**config.mk**
```make
export PLATFORM = sky130hd
export DESIGN_NAME = aes32_state_ctrl
export DESIGN_NICKNAME = d
export VERILOG_FILES = /design/src/rtl/aes_ctrl_pkg.sv /design/src/rtl/aes_round_counter.sv /design/src/rtl/aes32_state_ctrl.sv
export SDC_FILE = /design/constraint.sdc
export NUM_CORES = 1
export LEC_CHECK = 0
export BUFFER_PORTS_ARGS = -buffer_cell sky130_fd_sc_hd__clkbuf_2
export CAP_MARGIN = 10
export CORE_UTILIZATION = 40
export CTS_CLUSTER_SIZE = 40
export DETAILED_ROUTE_END_ITERATION = 8
export SLEW_MARGIN = 10
export SYNTH_ARGS = -nofsm -noshare
export SYNTH_HDL_FRONTEND = slang
export SYNTH_SLANG_ARGS = --single-unit
export TNS_END_PERCENT = 1
```
**constraint.sdc**
```tcl
create_clock -name clk -period 2.3 [get_ports clk]
set_clock_uncertainty 0.15 [all_clocks]
set_input_delay 0.345 -clock clk [delete_from_list [all_inputs] [get_ports clk]]
set_output_delay 0.345 -clock clk [all_outputs]
set_load 0.005 [all_outputs]
```
**src/rtl/aes_ctrl_pkg.sv**
```systemverilog
// Shared definitions for the masked AES-32 control sequencer and its key-schedule peer.
package aes_ctrl_pkg;

  localparam int NB_ROUNDS    = 10;
  localparam int KEY_RND_LAST = 10;
  localparam int NB_COLS      = 4;
  // Wide enough for the largest legal Sbox latency (8 -> cyc 0..7).
  localparam int CYC_W        = 3;

  typedef enum logic [2:0] {
    ST_IDLE,
    ST_LOAD,
    ST_KINIT,
    ST_ROUND,
    ST_KFINAL,
    ST_DONE
  } state_t;

  // Everything the sequencer drives from flops, grouped so one register holds it all.
  typedef struct packed {
    logic       busy;
    logic       out_valid;
    logic       dp_enable;
    logic       dp_init;
    logic       dp_en_mc;
    logic       dp_en_loop;
    logic       dp_en_loop_r0;
    logic       dp_en_sb_inverse;
    logic       dp_bypass_mc_inverse;
    logic       dp_en_tosb_inverse;
    logic       sb_in_valid;
    logic [3:0] key_rnd;
    logic [1:0] key_col;
  } ctrl_out_t;

endpackage

```
**src/rtl/aes_round_counter.sv**
```systemverilog
// Round / cycle-within-round counter pair with wrap and terminal-count flags.
// Exposes the values the pair will hold after the next edge so that callers can
// register decodes that line up with the counter itself.
module aes_round_counter
  import aes_ctrl_pkg::*;
#(
  parameter int unsigned SB_LAT = 4
) (
  input  logic             clk,
  input  logic             rst_n,
  input  logic             clr,
  input  logic             en,
  output logic [3:0]       rnd_next,
  output logic [CYC_W-1:0] cyc_next,
  output logic             cyc_wrap,
  output logic             rnd_tc
);

  logic [3:0]       rnd;
  logic [CYC_W-1:0] cyc;

  assign cyc_wrap = (cyc == CYC_W'(SB_LAT - 1));
  assign rnd_tc   = cyc_wrap && (rnd == 4'(NB_ROUNDS - 1));

  // Next counter values: clear wins over advance; cyc wraps into the next round.
  always_comb begin
    // NOTE: defaults first, so every path assigns every output and no latch is inferred.
    rnd_next = rnd;
    cyc_next = cyc;
    if (clr) begin
      rnd_next = '0;
      cyc_next = '0;
    end else if (en) begin
      if (cyc_wrap) begin
        cyc_next = '0;
        rnd_next = rnd + 4'd1;
      end else begin
        cyc_next = cyc + CYC_W'(1);
      end
    end
  end

  // Counter registers.
  always_ff @(posedge clk) begin
    // NOTE: non-blocking so all flops sample pre-edge values regardless of statement order.
    if (!rst_n) begin
      rnd <= '0;
      cyc <= '0;
    end else begin
      rnd <= rnd_next;
      cyc <= cyc_next;
    end
  end

endmodule

```
**src/rtl/aes32_state_ctrl.sv**
```systemverilog
// Control sequencer for the masked 32-bit AES state datapath: one encrypt or
// decrypt at a time through LOAD, key-init / rounds / final-key and DONE phases.
module aes32_state_ctrl
  import aes_ctrl_pkg::*;
#(
  parameter int unsigned SB_LAT = 4
) (
  input  logic       clk,
  input  logic       rst_n,
  input  logic       in_valid,
  input  logic       in_inverse,
  output logic       in_ready,
  output logic       out_valid,
  input  logic       out_ready,
  output logic       busy,
  output logic       dp_enable,
  output logic       dp_init,
  output logic       dp_en_MC,
  output logic       dp_en_loop,
  output logic       dp_en_loop_r0,
  output logic       dp_en_SB_inverse,
  output logic       dp_bypass_MC_inverse,
  output logic       dp_en_toSB_inverse,
  output logic       sb_in_valid,
  output logic [3:0] key_rnd,
  output logic [1:0] key_col,
  output logic       key_inverse
);

  if (SB_LAT < 4 || SB_LAT > 8) begin : g_bad_sb_lat
    $error("aes32_state_ctrl: SB_LAT must lie in 4..8");
  end

  state_t           state, state_next;
  ctrl_out_t        out_q, out_d;
  logic             cnt_clr, cnt_en;
  logic [3:0]       rnd_next;
  logic [CYC_W-1:0] cyc_next;
  logic             cyc_wrap, rnd_tc;
  logic             col_live;

  aes_round_counter #(.SB_LAT(SB_LAT)) u_cnt (
    .clk      (clk),
    .rst_n    (rst_n),
    .clr      (cnt_clr),
    .en       (cnt_en),
    .rnd_next (rnd_next),
    .cyc_next (cyc_next),
    .cyc_wrap (cyc_wrap),
    .rnd_tc   (rnd_tc)
  );

  assign in_ready = (state == ST_IDLE);

  // Next-state logic; the counter restarts at every phase boundary.
  always_comb begin
    state_next = state;
    cnt_clr    = 1'b1;
    cnt_en     = 1'b0;
    case (state)
      ST_IDLE:  if (in_valid) state_next = ST_LOAD;
      ST_LOAD:  state_next = key_inverse ? ST_KINIT : ST_ROUND;
      ST_KINIT: begin
        cnt_clr = !cyc_wrap;
        cnt_en  = 1'b1;
        cnt_clr = cyc_wrap;
        if (cyc_wrap) state_next = ST_ROUND;
      end
      ST_ROUND: begin
        cnt_en  = 1'b1;
        cnt_clr = rnd_tc;
        if (rnd_tc) state_next = key_inverse ? ST_DONE : ST_KFINAL;
      end
      ST_KFINAL: begin
        cnt_en  = 1'b1;
        cnt_clr = cyc_wrap;
        if (cyc_wrap) state_next = ST_DONE;
      end
      ST_DONE:  if (out_ready) state_next = ST_IDLE;
      default:  state_next = ST_IDLE;
    endcase
  end

  // Output decode of the upcoming state so registered outputs align with it.
  always_comb begin
    out_d    = '0;
    col_live = (cyc_next < CYC_W'(NB_COLS));
    case (state_next)
      ST_LOAD: begin
        out_d.busy      = 1'b1;
        out_d.dp_init   = 1'b1;
        out_d.dp_enable = 1'b1;
      end
      ST_KINIT: begin
        out_d.busy          = 1'b1;
        out_d.dp_enable     = col_live;
        out_d.dp_en_loop_r0 = 1'b1;
        out_d.dp_en_loop    = 1'b1;
        out_d.key_rnd       = 4'(KEY_RND_LAST);
        out_d.key_col       = col_live ? cyc_next[1:0] : 2'd0;
      end
      ST_ROUND: begin
        out_d.busy        = 1'b1;
        out_d.dp_enable   = col_live;
        out_d.sb_in_valid = col_live;
        out_d.key_col     = col_live ? cyc_next[1:0] : 2'd0;
        if (key_inverse) begin
          out_d.dp_en_tosb_inverse   = 1'b1;
          out_d.dp_en_sb_inverse     = 1'b1;
          out_d.dp_en_loop           = 1'b1;
          out_d.dp_bypass_mc_inverse = (rnd_next == 4'd0);
          out_d.key_rnd              = 4'(NB_ROUNDS - 1) - rnd_next;
        end else begin
          out_d.dp_en_mc = (rnd_next != 4'(NB_ROUNDS - 1));
          out_d.key_rnd  = rnd_next;
        end
      end
      ST_KFINAL: begin
        out_d.busy          = 1'b1;
        out_d.dp_enable     = col_live;
        out_d.dp_en_loop_r0 = 1'b1;
        out_d.key_rnd       = 4'(KEY_RND_LAST);
        out_d.key_col       = col_live ? cyc_next[1:0] : 2'd0;
      end
      ST_DONE: begin
        out_d.busy      = 1'b1;
        out_d.out_valid = 1'b1;
      end
      default: out_d = '0;
    endcase
  end

  // State, output and request-type registers.
  always_ff @(posedge clk) begin
    if (!rst_n) begin
      state       <= ST_IDLE;
      out_q       <= '0;
      key_inverse <= 1'b0;
    end else begin
      state <= state_next;
      out_q <= out_d;
      if (state == ST_IDLE && in_valid) key_inverse <= in_inverse;
    end
  end

  assign busy                 = out_q.busy;
  assign out_valid            = out_q.out_valid;
  assign dp_enable            = out_q.dp_enable;
  assign dp_init              = out_q.dp_init;
  assign dp_en_MC             = out_q.dp_en_mc;
  assign dp_en_loop           = out_q.dp_en_loop;
  assign dp_en_loop_r0        = out_q.dp_en_loop_r0;
  assign dp_en_SB_inverse     = out_q.dp_en_sb_inverse;
  assign dp_bypass_MC_inverse = out_q.dp_bypass_mc_inverse;
  assign dp_en_toSB_inverse   = out_q.dp_en_tosb_inverse;
  assign sb_in_valid          = out_q.sb_in_valid;
  assign key_rnd              = out_q.key_rnd;
  assign key_col              = out_q.key_col;

endmodule

```
## Yosys cells after proc, flatten, opt, wreduce, memory -nomap -nowiden

Cells that the tools add are included.

| storage, ports and cells | value |
|---|---|
| logic and storage cells | 75 |
| register bits after elaboration | 28 |
| input bits | 5 |

| operators by class | value |
|---|---|
| add/sub/neg operators | 3 |
| equality and inequality tests | 13 |
| bitwise logic cells | 2 |
| magnitude comparators | 1 |
| reductions and logical operators | 12 |
| muxes and demuxes | 27 |

Operators by type and width:

| cell | count |
|---|---|
| 2-to-1 mux 3 bit | 9 |
| one-hot mux 3 bit (6 select lines) | 1 |
| 2-to-1 mux 4 bit | 4 |
| == test 3 x 2 -> 1 bit (second input constant) | 5 |
| == test 3 bit (second input constant) | 4 |
| one-hot mux 6 bit (2 select lines) | 1 |
| OR reduction 3 bit | 3 |
| 2-to-1 mux 1 bit | 8 |
| == test 3 x 1 -> 1 bit (second input constant) | 2 |
| one-hot mux 1 bit (2 select lines) | 3 |
| OR reduction 5 bit | 1 |
| adder 4 x 1 -> 4 bit (second input constant) | 1 |
| == test 4 bit (second input constant) | 1 |
| logical NOT 4 bit | 1 |
| != test 4 bit (second input constant) | 1 |
| OR reduction 2 bit | 2 |
| subtractor 4 bit (first input constant) | 1 |
| adder 3 x 1 -> 3 bit (second input constant) | 1 |
| logical NOT 3 bit | 1 |
| < comparator 3 bit (second input constant) | 1 |
| AND reduction 3 bit | 1 |
| logical AND 1 bit | 2 |
| 2-to-1 mux 2 bit | 1 |
| NOT 1 bit | 2 |
| AND reduction 2 bit | 1 |

## Longest topological paths before layout

| logic depth | value |
|---|---|
| depth after elaboration | 8 |
| gate-level depth with buffers | 10 |
| depth with buffers taken out | 10 |

## Hierarchy

A second synthesis with hierarchy kept.

| second synthesis, totals | value |
|---|---|
| cell total of the unflattened synthesis | 134 |
| area total of the unflattened synthesis | 1222.4 sq um |

By module, submodules not included:

| module | seq. area each (sq um) | cells an instance | times used | area an instance (sq um) |
|---|---|---|---|---|
| aes32_state_ctrl | 400.4 | 90 | 1 | 850.8 |
| aes_round_counter | 140.1 | 44 | 1 | 371.6 |

## Worst setup path after synthesis

Ideal clock, no wire load.

| timing path | value |
|---|---|
| path kind | reg2reg |
| start point | register u_cnt.cyc[0] |
| end point | register out_q (netlist bit key_rnd[3]) |
| arrival time | 1650 ps |
| clock period less this slack | 1932 ps |
| path buffers | 0 |
| required time | 2018 ps |
| library setup time | 132 ps |
| stages on the path, launching flop included | 10 |
| slack | 368 ps |
| path through | dfxtp_1 -> ha_1 -> nand2b_1 -> nor3_1 -> nor2_1 -> o211ai_1 -> ha_1 -> nand2_1 -> nand3_1 -> o211ai_1 |

| on the way | value |
|---|---|
| word-level cells in the longest chain between the ends | 7 |

RTL lines:

| what | line | source |
|---|---|---|
| start, declared | aes_round_counter.sv:20 | `logic [CYC_W-1:0] cyc;` |
| start signal, assigned | aes_round_counter.sv:51 | `cyc <= cyc_next;` |
| == test 3 x 2 -> 1 bit (*) | aes_round_counter.sv:22 | `assign cyc_wrap = (cyc == CYC_W'(SB_LAT - 1));` |
| logical AND 1 bit / 2-to-1 mux 4 bit (equally long branches) | aes_round_counter.sv:23, aes_round_counter.sv:34 |  |
| one-hot mux 1 bit (2 select lines) (tied with other cells) | aes32_state_ctrl.sv:60 | `case (state)` |
| 2-to-1 mux 4 bit / one-hot mux 3 bit (6 select lines) (equally long branches) | aes_round_counter.sv:30, aes32_state_ctrl.sv:60 |  |
| subtractor 4 bit (tied with other cells) | aes32_state_ctrl.sv:112 | `out_d.key_rnd = 4'(NB_ROUNDS - 1) - rnd_next;` |
| 2-to-1 mux 4 bit / OR reduction 2 bit (equally long branches) | - |  |
| one-hot mux 6 bit (2 select lines) (*) | aes32_state_ctrl.sv:88 | `case (state_next)` |
| end signal, assigned | aes32_state_ctrl.sv:141 | `out_q <= out_d;` |
| end, declared | aes32_state_ctrl.sv:35 | `ctrl_out_t out_q, out_d;` |

Mark *: on every way between the ends. The rest lies on a longest branch, timed or not.
A chain may end at the register's enable or synchronous reset.

## Final worst setup path

| timing path | value |
|---|---|
| start point | register state[1] |
| end point | register out_q (netlist bit key_rnd[3]) |

| on the way | value |
|---|---|
| word-level cells in the longest chain between the ends | 8 |

RTL lines:

| what | line | source |
|---|---|---|
| start, declared | aes32_state_ctrl.sv:34 | `state_t state, state_next;` |
| start signal, assigned | aes32_state_ctrl.sv:140 | `state <= state_next;` |
| == test 3 bit / == test 3 x 2 -> 1 bit (equally long branches) | aes32_state_ctrl.sv:60 |  |
| OR reduction 3 bit (no line) | - |  |
| 2-to-1 mux 1 bit | aes32_state_ctrl.sv:60 |  |
| 2-to-1 mux 4 bit | aes_round_counter.sv:33 | `end else if (en) begin` |
| 2-to-1 mux 4 bit | aes_round_counter.sv:30 | `if (clr) begin` |
| subtractor 4 bit | aes32_state_ctrl.sv:112 |  |
| 2-to-1 mux 4 bit | aes32_state_ctrl.sv:107 | `if (key_inverse) begin` |
| one-hot mux 6 bit (2 select lines) (*) | aes32_state_ctrl.sv:88 |  |

Marks and branches as above.

==> run summary <==
Outcome - finished with violations
Failing checks - DRC
Synth Instances - 136
Setup Viol. Count Final - 0
Initial DRC Count - 45
Leakage - 0.618 nW
Final ANT Viol Nets - 0
Share of cells above drive strength 1 - 25.9%
Clock share of power - 23.9%
Via count - 1,072
CTS Buf Count - 3
Die Area - 3260 um^2
Period utilization - 94.5%
Switching Fraction - 27.2%
Diode count - 0
Arrival time worst endpoint - 2280 ps
Pin count of the biggest net entering global routing - 16
Switching Power - 0.233 mW
Post-synth top area cell - dfxtp_1
Drt total wl - 2650 um
DP HPWL - 2000 um
Initial antenna violation count - 0
Int Pwr - 0.623 mW
Kind of end point of the critical path - register
Warnings from Yosys - 0
Area grow syn2layout - 18.1%
First-pass GRT wire length - 4280 um
Die Span Y - 57.1 um
DRC Markers - 8
Max-cap viol count - 0
Gate power share - 16.3%
Fmax - 460 MHz
GRT Overall Usage - 16.8%
Worst skew pair latency - 320 ps
Fin util - 51.1%
Worst EP required - 2410 ps
Hold/Removal Path Class - in2reg
Final nets - 176
Mapped Avg Cell Area - 8.92 um^2
Core box area - 2810 um^2
Top post-synthesis cells by area - dfxtp_1, nor2_1, a21oi_1, ha_1, xor2_1
Slew headroom - 63.7%
Final min period - 2170 ps
Row count - 19
H-Tree Depth - 1
Mapped Area - 1210 um^2
Num Clock Sinks - 27
Final Wtd Congestion - 0.846
Peak VDD IR - 291 uV
Drt wl/cell - 13.5 um
GRT overflow - 0
Final hold viol count - 0
Crit path from - state[1]
Reg-to-Reg Start - state[1]
Max Buffers Root-to-Sink - 2
Clk pin slew, worst setup/hold paths - 150 ps
Register area share after synthesis - 44.5%
Final slew viol count - 0
Initial DRT Pass Iterations - 8
RSZ-0062 raised after global routing - no
Hold Startpoint - in_inverse
# port buffers - 23
Reg power frac - 59.8%
Vias in the first global route - 971
Root Driver - clkbuf_4
Final setup TNS - 0 ps
Hold buffer count at CTS - 0
Starting Density - 43.3%
Top Ports - 24
Pwr/cell area - 597 nW/um^2
Post-synth cell types - 41
Yosys reg bits - 27
CTS tree - yes
CP Max Fanout - 11
Type of the worst setup path - reg2reg
Worst-margin pin slew - 537 ps
Worst Setup Start Kind - register
Die extent in x - 57.1 um
Syn Nets - 145
Vias per Instance - 5.44
Synth top area share - 44.5%
[sequential cells by signal (all words and copies together), names as in the netlist]
| signal | flops |
|---|---|
| dp_en_MC | 1 |
| sb_in_valid | 1 |
| u_cnt.rnd | 4 |
| dp_en_SB_inverse | 1 |
| dp_en_loop_r0 | 1 |
| key_col | 2 |
| key_rnd | 4 |
| out_valid | 1 |
| state | 3 |
| key_inverse | 1 |
| busy | 1 |
| dp_enable | 1 |
| dp_bypass_MC_inverse | 1 |
| dp_en_loop | 1 |
| u_cnt.cyc | 3 |
| dp_init | 1 |
[synthesized netlist by cell type]
| cell type | count |
|---|---|
| dfxtp_1 | 27 |
| nor2_1 | 14 |
| a21oi_1 | 10 |
| nand2_1 | 9 |
| inv_1 | 6 |
| nand3_1 | 5 |
| nor2b_1 | 5 |
| and3_1 | 4 |
| ha_1 | 4 |
| nand2b_1 | 4 |
| o211ai_1 | 4 |
| xor2_1 | 4 |
| and2_1 | 3 |
| buf_2 | 3 |
| nor3_1 | 3 |
| o21ai_0 | 3 |
| and4b_1 | 2 |
| buf_4 | 2 |
| nor3b_1 | 2 |
| a2111oi_0 | 1 |
| a211oi_1 | 1 |
| a21o_1 | 1 |
| a21oi_2 | 1 |
| a311oi_1 | 1 |
| a311oi_2 | 1 |
| a31oi_1 | 1 |
| a32oi_1 | 1 |
| clkbuf_1 | 1 |
| clkinv_1 | 1 |
| mux2i_1 | 1 |
| nand2_2 | 1 |
| nor4b_1 | 1 |
| nor4bb_1 | 1 |
| o21ai_1 | 1 |
| o221a_2 | 1 |
| o221ai_1 | 1 |
| o22a_1 | 1 |
| o22ai_1 | 1 |
| or3_1 | 1 |
| or3b_4 | 1 |
| or4_1 | 1 |
[through the flow]
| stage | instance area [um^2] | std cells | hold slack, ps | power, mW | setup WS (ps) |
|---|---|---|---|---|---|
| floorplan | 1210 | 136 | 275 | 0.609 | 368 |
| global placement | 1400 | 193 | 309 | 0.661 | 215 |
| detailed placement | 1400 | 193 | 323 | 0.661 | 114 |
| CTS | 1430 | 197 | 107 | 0.861 | 86.0 |
| global route | 1430 | 197 | 108 | 0.898 | 0.514 |
| finish | 1430 | 197 | 103 | 0.856 | 127 |
[power groups by stage]
stage	Sequential, mW	Clock [mW]	Combinational [mW]
floorplan	0.519	0	0.0900
global placement	0.522	0	0.139
detailed placement	0.523	0	0.139
CTS	0.512	0.210	0.139
global route	0.515	0.225	0.158
finish	0.511	0.204	0.140
[cell type report]
cell class              instances  area, um^2
clock inverters                 1        5.00
repair buffers                 32         183
multi-input cells              96         618
flip-flops and latches         27         541
well taps                      31        38.8
inverters                       7        26.3
fillers                       280        1370
clock buffers                   3        22.5
[repair_timing]
action                     4_1_cts  5_1_grt
setup endpoints to repair        0        2
buffers inserted                 0        0
resized for setup                0        2
[layout by cell type (no fill, tap or decap), drive strengths merged, types with 2 or more instances in the layout]
master and instances:
ha 4, and4b 2, inv 6, nand2b 4, buf 9, a311oi 2, clkbuf 26, clkinv 2
nor3b 2, xor2 4, and2 3, o211ai 4, nor2b 5, nor3 3, dfxtp 27, a21oi 11
and3 4, nand2 10, o21ai 4, nand3 5, nor2 14
[metal layers]
metal  share of wire, %  GRT usage, %  vias to the layer above
met5                  0             0                        -
met4               0.94          4.18                        0
met3                5.8          2.95                        4
met2                 48          29.7                       36
met1                 45          21.2                      493
li1                   -             -                      539
[worst max-delay path, stage by stage, from the launching register on]
cell and delay (ps):
dfxtp_1 440, or3b_4 440, o22a_1 240, nor2_2 170
o211ai_1 140, ha_1 260, nand2_1 70, nand3_1 80
o211ai_1 100
[final timing paths]
kind                                     end  slack, ps  depth (start not counted)
worst max-delay path              key_rnd[3]        130                          8
worst min-delay path             key_inverse        100                          3
worst max register to register    key_rnd[3]        130                          8
worst min register to register  u_cnt.cyc[0]        340                          1
[logic make-up after synthesis]
family	synth area share, %
AND/OR/NAND/NOR	25.7
AO/OA/AOI/OAI	17.0
flip-flops	44.5
buffers and inverters	4.95
XOR/XNOR	2.89
adder cells (fa/ha/maj)	4.12
multiplexers	0.825
(Power assumes the default switching activity.)
